<file path="src/rtl/vga_pkg.sv">
// rtl/vga_pkg.sv - shared screen defaults, FSM states, rectangle bounds and pixel word packing
package vga_pkg;

  localparam int DEF_SCREEN_W = 160;
  localparam int DEF_SCREEN_H = 120;

  localparam int COL_LSB = 16;
  localparam int X_LSB   = 8;
  localparam int Y_LSB   = 0;

  typedef enum logic [1:0] {
    IDLE,
    WRITE,
    DONE
  } state_t;

  typedef struct packed {
    logic [7:0] x0;
    logic [7:0] x1;
    logic [6:0] y0;
    logic [6:0] y1;
  } rect_t;

  localparam int RECT_W = $bits(rect_t);

  function automatic logic [31:0] pack_pixel(input logic [2:0] c, input logic [7:0] x,
                                             input logic [6:0] y);
    logic [31:0] w;
    w = '0;
    w[COL_LSB +: 3] = c;
    w[X_LSB +: 8]   = x;
    w[Y_LSB +: 7]   = y;
    return w;
  endfunction

endpackage

</file>
<file path="src/rtl/vga_xy_counter.sv">
// rtl/vga_xy_counter.sv - raster walker over a latched rectangle, x inner and y outer
module vga_xy_counter
  import vga_pkg::*;
(
  input  logic              clk,
  input  logic              reset,
  input  logic              load,
  input  logic              advance,
  input  logic [RECT_W-1:0] bounds,
  output logic [7:0]        x,
  output logic [6:0]        y,
  output logic              last
);

  rect_t      r_bounds;
  logic [7:0] r_x;
  logic [6:0] r_y;
  rect_t      w_in;

  assign w_in = rect_t'(bounds);

  // x only increments while below x1, so 8 bits cannot wrap even at column 255
  always_ff @(posedge clk) begin
    if (reset) begin
      r_bounds <= '0;
      r_x      <= '0;
      r_y      <= '0;
    end else if (load) begin
      r_bounds <= w_in;
      r_x      <= w_in.x0;
      r_y      <= w_in.y0;
    end else if (advance) begin
      if (r_x == r_bounds.x1) begin
        r_x <= r_bounds.x0;
        r_y <= r_y + 7'd1;
      end else begin
        r_x <= r_x + 8'd1;
      end
    end
  end

  assign x    = r_x;
  assign y    = r_y;
  assign last = (r_x == r_bounds.x1) && (r_y == r_bounds.y1);

endmodule

</file>
<file path="src/rtl/vga_rect_master.sv">
// rtl/vga_rect_master.sv - fills a clamped rectangle with one colour via Avalon-MM pixel writes
module vga_rect_master
  import vga_pkg::*;
#(
  parameter int SCREEN_W = DEF_SCREEN_W,
  parameter int SCREEN_H = DEF_SCREEN_H
) (
  input  logic        clk,
  input  logic        reset,
  input  logic        start,
  input  logic [7:0]  x0,
  input  logic [7:0]  x1,
  input  logic [6:0]  y0,
  input  logic [6:0]  y1,
  input  logic [2:0]  colour,
  output logic        busy,
  output logic        done,
  output logic [3:0]  master_address,
  output logic        master_write,
  output logic [31:0] master_writedata,
  input  logic        master_waitrequest
);

  localparam logic [8:0] X_LIMIT = 9'(SCREEN_W);
  localparam logic [8:0] X_MAX   = 9'(SCREEN_W - 1);
  localparam logic [7:0] Y_LIMIT = 8'(SCREEN_H);
  localparam logic [7:0] Y_MAX   = 8'(SCREEN_H - 1);

  state_t     r_state;
  logic [2:0] r_colour;
  logic       r_busy;
  logic       r_done;
  logic       r_write;

  logic [7:0] w_x1_clamped;
  logic [6:0] w_y1_clamped;
  logic       w_reject;
  rect_t      w_bounds;
  logic       w_accept;
  logic       w_xfer;
  logic       w_advance;
  logic [7:0] w_x;
  logic [6:0] w_y;
  logic       w_last;

  always_comb begin
    w_x1_clamped = ({1'b0, x1} > X_MAX) ? X_MAX[7:0] : x1;
    w_y1_clamped = ({1'b0, y1} > Y_MAX) ? Y_MAX[6:0] : y1;
    w_reject     = (x0 > w_x1_clamped) || (y0 > w_y1_clamped) ||
                   ({1'b0, x0} >= X_LIMIT) || ({1'b0, y0} >= Y_LIMIT);
    w_bounds     = '{x0: x0, x1: w_x1_clamped, y0: y0, y1: w_y1_clamped};
  end

  assign w_accept  = (r_state == IDLE) && start;
  assign w_xfer    = (r_state == WRITE) && r_write && !master_waitrequest;
  assign w_advance = w_xfer && !w_last;

  vga_xy_counter u_xy (
    .clk     (clk),
    .reset   (reset),
    .load    (w_accept),
    .advance (w_advance),
    .bounds  (w_bounds),
    .x       (w_x),
    .y       (w_y),
    .last    (w_last)
  );

  always_ff @(posedge clk) begin
    if (reset) begin
      r_state  <= IDLE;
      r_colour <= '0;
      r_busy   <= 1'b0;
      r_done   <= 1'b0;
      r_write  <= 1'b0;
    end else begin
      case (r_state)
        IDLE: begin
          r_done <= 1'b0;
          if (start) begin
            r_colour <= colour;
            if (w_reject) begin
              r_state <= DONE;
              r_done  <= 1'b1;
            end else begin
              r_state <= WRITE;
              r_busy  <= 1'b1;
              r_write <= 1'b1;
            end
          end
        end
        WRITE: begin
          if (w_xfer && w_last) begin
            r_state <= DONE;
            r_busy  <= 1'b0;
            r_write <= 1'b0;
            r_done  <= 1'b1;
          end
        end
        DONE: begin
          r_state <= IDLE;
          r_done  <= 1'b0;
        end
        default: begin
          r_state <= IDLE;
          r_busy  <= 1'b0;
          r_done  <= 1'b0;
          r_write <= 1'b0;
        end
      endcase
    end
  end

  // pixel word comes straight from the counter flops, so it holds still through a stall
  assign master_writedata = pack_pixel(r_colour, w_x, w_y);
  assign master_address   = 4'b0000;
  assign master_write     = r_write;
  assign busy             = r_busy;
  assign done             = r_done;

endmodule
</file>
<file path="config.mk">
export PLATFORM = sky130hd
export DESIGN_NAME = vga_rect_master
export DESIGN_NICKNAME = d
export VERILOG_FILES = /design/src/rtl/vga_pkg.sv /design/src/rtl/vga_xy_counter.sv /design/src/rtl/vga_rect_master.sv
export SDC_FILE = /design/constraint.sdc
export NUM_CORES = 1
export LEC_CHECK = 0
export BUFFER_PORTS_ARGS = -buffer_cell sky130_fd_sc_hd__buf_4
export CAP_MARGIN = 20
export CORE_UTILIZATION = 57
export DETAILED_ROUTE_END_ITERATION = 7
export GPL_TIMING_DRIVEN = 0
export PLACE_DENSITY = 0.92
export SYNTH_ARGS = -nofsm -noshare
export SYNTH_HDL_FRONTEND = slang
export SYNTH_SLANG_ARGS = --single-unit
</file>
<file path="constraint.sdc">
create_clock -name clk -period 5.6 [get_ports clk]
set_input_delay 0.84 -clock clk [delete_from_list [all_inputs] [get_ports clk]]
set_output_delay 0.84 -clock clk [all_outputs]
set_load 0.1 [all_outputs]
</file>
==> out/qor.yml <==
outcome:
  outcome: "finished clean"
sta:
  worst_slew_pin_slew_ps: 636
  drv_slew: 0
  fmax_ghz: 0.366
  fin_crit_sh: 0.488
  hold_viol: 0
  slew_headroom: 0.575
  setup_viol: 0
  rsz0062_at_grt: "no"
  fin_setup_tns_ps: 0
  worst_slack_ps: 2870
  fin_crit_ps: 2730
  finClkSkew_ps: 8.52
clock_network:
  postCtsSetupRepairBufs: 0
  cts-buffers-inserted: 5
  path_clk_slew_ps: 90
  cts_htree_levels: 2
  cts_tree: "built"
  cts_hold_buf: 0
  cts-resized-gates: 0
  clk_latency_ps: 300
  clock_path_buffers: 2
  root_buffer: "clkbuf_8"
  cts.sinks: 45
yosys:
  yosysWarnings: 0
  synth_top_cell_area_share: 0.321
  synthCells: 349
  synthTopCellsByArea: "dfxtp_1 32%, ha_1 7.1%, nand2_1 6.3%"
  synth_area_um2: 2810
  ys_seq_area_frac: 0.321
  async_flop_share: 0
  synth_area_leader_cell: "dfxtp_1"
  synthTopCellsByCount: "47 x nand2_1, 45 x dfxtp_1, 37 x nor2_1"
  yosys.cell_count.top_type: "nand2_1"
  synth-seq-cells: 45
  synth_edf_count: 0
  ys_types: 52
  syn_area_per_cell_um2: 8.04
  synthFlopType: "dfxtp_1"
placement:
  hpwl_um: 5910
  dpl_cell_area_um2: 3370
  gp_congestion: 0.887
  place_ws_ps: 2570
  portBuffers: 56
global_routing:
  globalRouteOverflowTotal: 0
  grt_pass1_vias: 2561
  antenna_found_initial: 0
  grt_max_degree: 14
  track_usage: 0.309
  grt_pass1_wl_um: 12500
route:
  wl_um: 7990
  dr.pass1.iters: 5
  routedWlPerCell_um: 16.1
  vias: 2930
  ant_nets: 0
  drt-initial-drc-count: 377
  drc: 0
  vias_per_cell: 5.90
power:
  finalPower_mw: 1.03
  p_per_area_nw_per_um2: 297
  leakagePower_nw: 1.54
  ir_worst_vdd_mv: 0.158
hold_path:
  hp-class: "flip-flop to flip-flop"
worst_setup_path:
  end_kind: "flip-flop"
  critPathRequiredTime_ps: 5840
  worstSetupPathType: "input port to flip-flop"
  crit_fanout: 4
  crit_arrival_ps: 2970
  cp-start-kind: "input port"
layout:
  nNetsFinal: 482
  n_antenna_cell: 0
  drive_above_1_share: 0.223
  final_cell_area_um2: 3490
  area_growth_pct: 24.4
die:
  start_util: 0.594
  die-area_um2: 5210
  die_h_um: 72.2
  io_pins: 76
  die_x_um: 72.2
  rows: 25
  design.core.area_um2: 4720
flow_run:
  drv_cap: 0
-- final cells by class --
class	count	area, um2
Tap cell	67	83.8
Timing Repair Buffer	56	420
Multi-Input combinational cell	276	1720
Clock inverter	1	30.0
Clock buffer	7	86.3
Buffer	36	215
Sequential cell	45	901
Inverter	9	33.8
Fill cell	370	1230
-- flip-flops by register name, indices dropped and copies added, names as in the netlist --
signal and flops:
u_xy.r_bounds 23, u_xy.x 8, u_xy.y 7, r_colour 3, r_state 2, done 1, master_write 1
-- per-stage QoR --
stage	cells	util	hold slack (ps)
2_1_floorplan	366	-	432
3_3_place_gp	489	0.714	444
3_5_place_dp	489	0.714	452
4_1_cts	497	0.739	463
5_1_grt	497	0.739	484
6_report	497	0.739	460
-- metal layers --
| metal | vias to the layer above | routed length (um) | GRT usage |
|---|---|---|---|
| li1 | 1361 | - | - |
| met1 | 1372 | 3190 | 0.410 |
| met2 | 165 | 3880 | 0.496 |
| met3 | 32 | 703 | 0.0667 |
| met4 | 0 | 216 | 0.113 |
| met5 | - | 0 | 0 |
-- power breakdown --
group	total [mW]	switching (mW)	internal [mW]
logic	0.391	0.283	0.108
clock network	0.260	0.114	0.146
registers	0.384	0.0347	0.349
total	1.03	0.432	0.603
-- cells in the final DEF (no fill, tap or decap), drive strengths merged, types with 4 or more instances in the layout --
cell | Yosys | layout
nand2 | 48 | 48
inv | 9 | 9
nand4 | 6 | 6
xnor2 | 8 | 8
o21ai | 9 | 9
and4 | 4 | 4
conb | 1 | 18
o31ai | 4 | 4
nor3 | 9 | 9
nor2 | 37 | 37
buf | 22 | 78
a21oi | 28 | 28
clkbuf | 14 | 21
a211oi | 16 | 16
and2 | 4 | 4
ha | 16 | 16
dfxtp | 45 | 45
xor2 | 16 | 16
nand3 | 11 | 11
nor4 | 8 | 8
-- cell families (layout without fill, tap and decap cells) --
logic type / count (synthesis) / in the layout / share of synthesized area
AND/OR/NAND/NOR: 140 / 140 / 0.258
AO/OA/AOI/OAI: 77 / 77 / 0.181
adder cells (fa/ha/maj): 16 / 16 / 0.0714
other: 1 / 18 / 0.00134
flip-flops: 45 / 45 / 0.321
buffers and inverters: 45 / 109 / 0.0888
multiplexers: 1 / 1 / 0.00357
XOR/XNOR: 24 / 24 / 0.0749
-- worst paths after layout --
path               start           end  slack, ps  cells past startpoint
min reg2reg  r_colour[0]   r_colour[0]        460                      2
max                y1[4]  master_write       2870                     10
min          r_colour[0]   r_colour[0]        460                      2
max reg2reg    u_xy.x[6]     u_xy.x[6]       3240                      6
-- worst max-delay path, cell delays in order --
cell and delay (ps):
buf_4 130, and4_1 210, nor2_1 170, ha_1 280, nor2b_1 150, nor3_1 230
a211oi_1 120, o32a_1 250, or4_1 510, o21ai_0 90
Note: power is estimated with default switching activity, not from simulation.
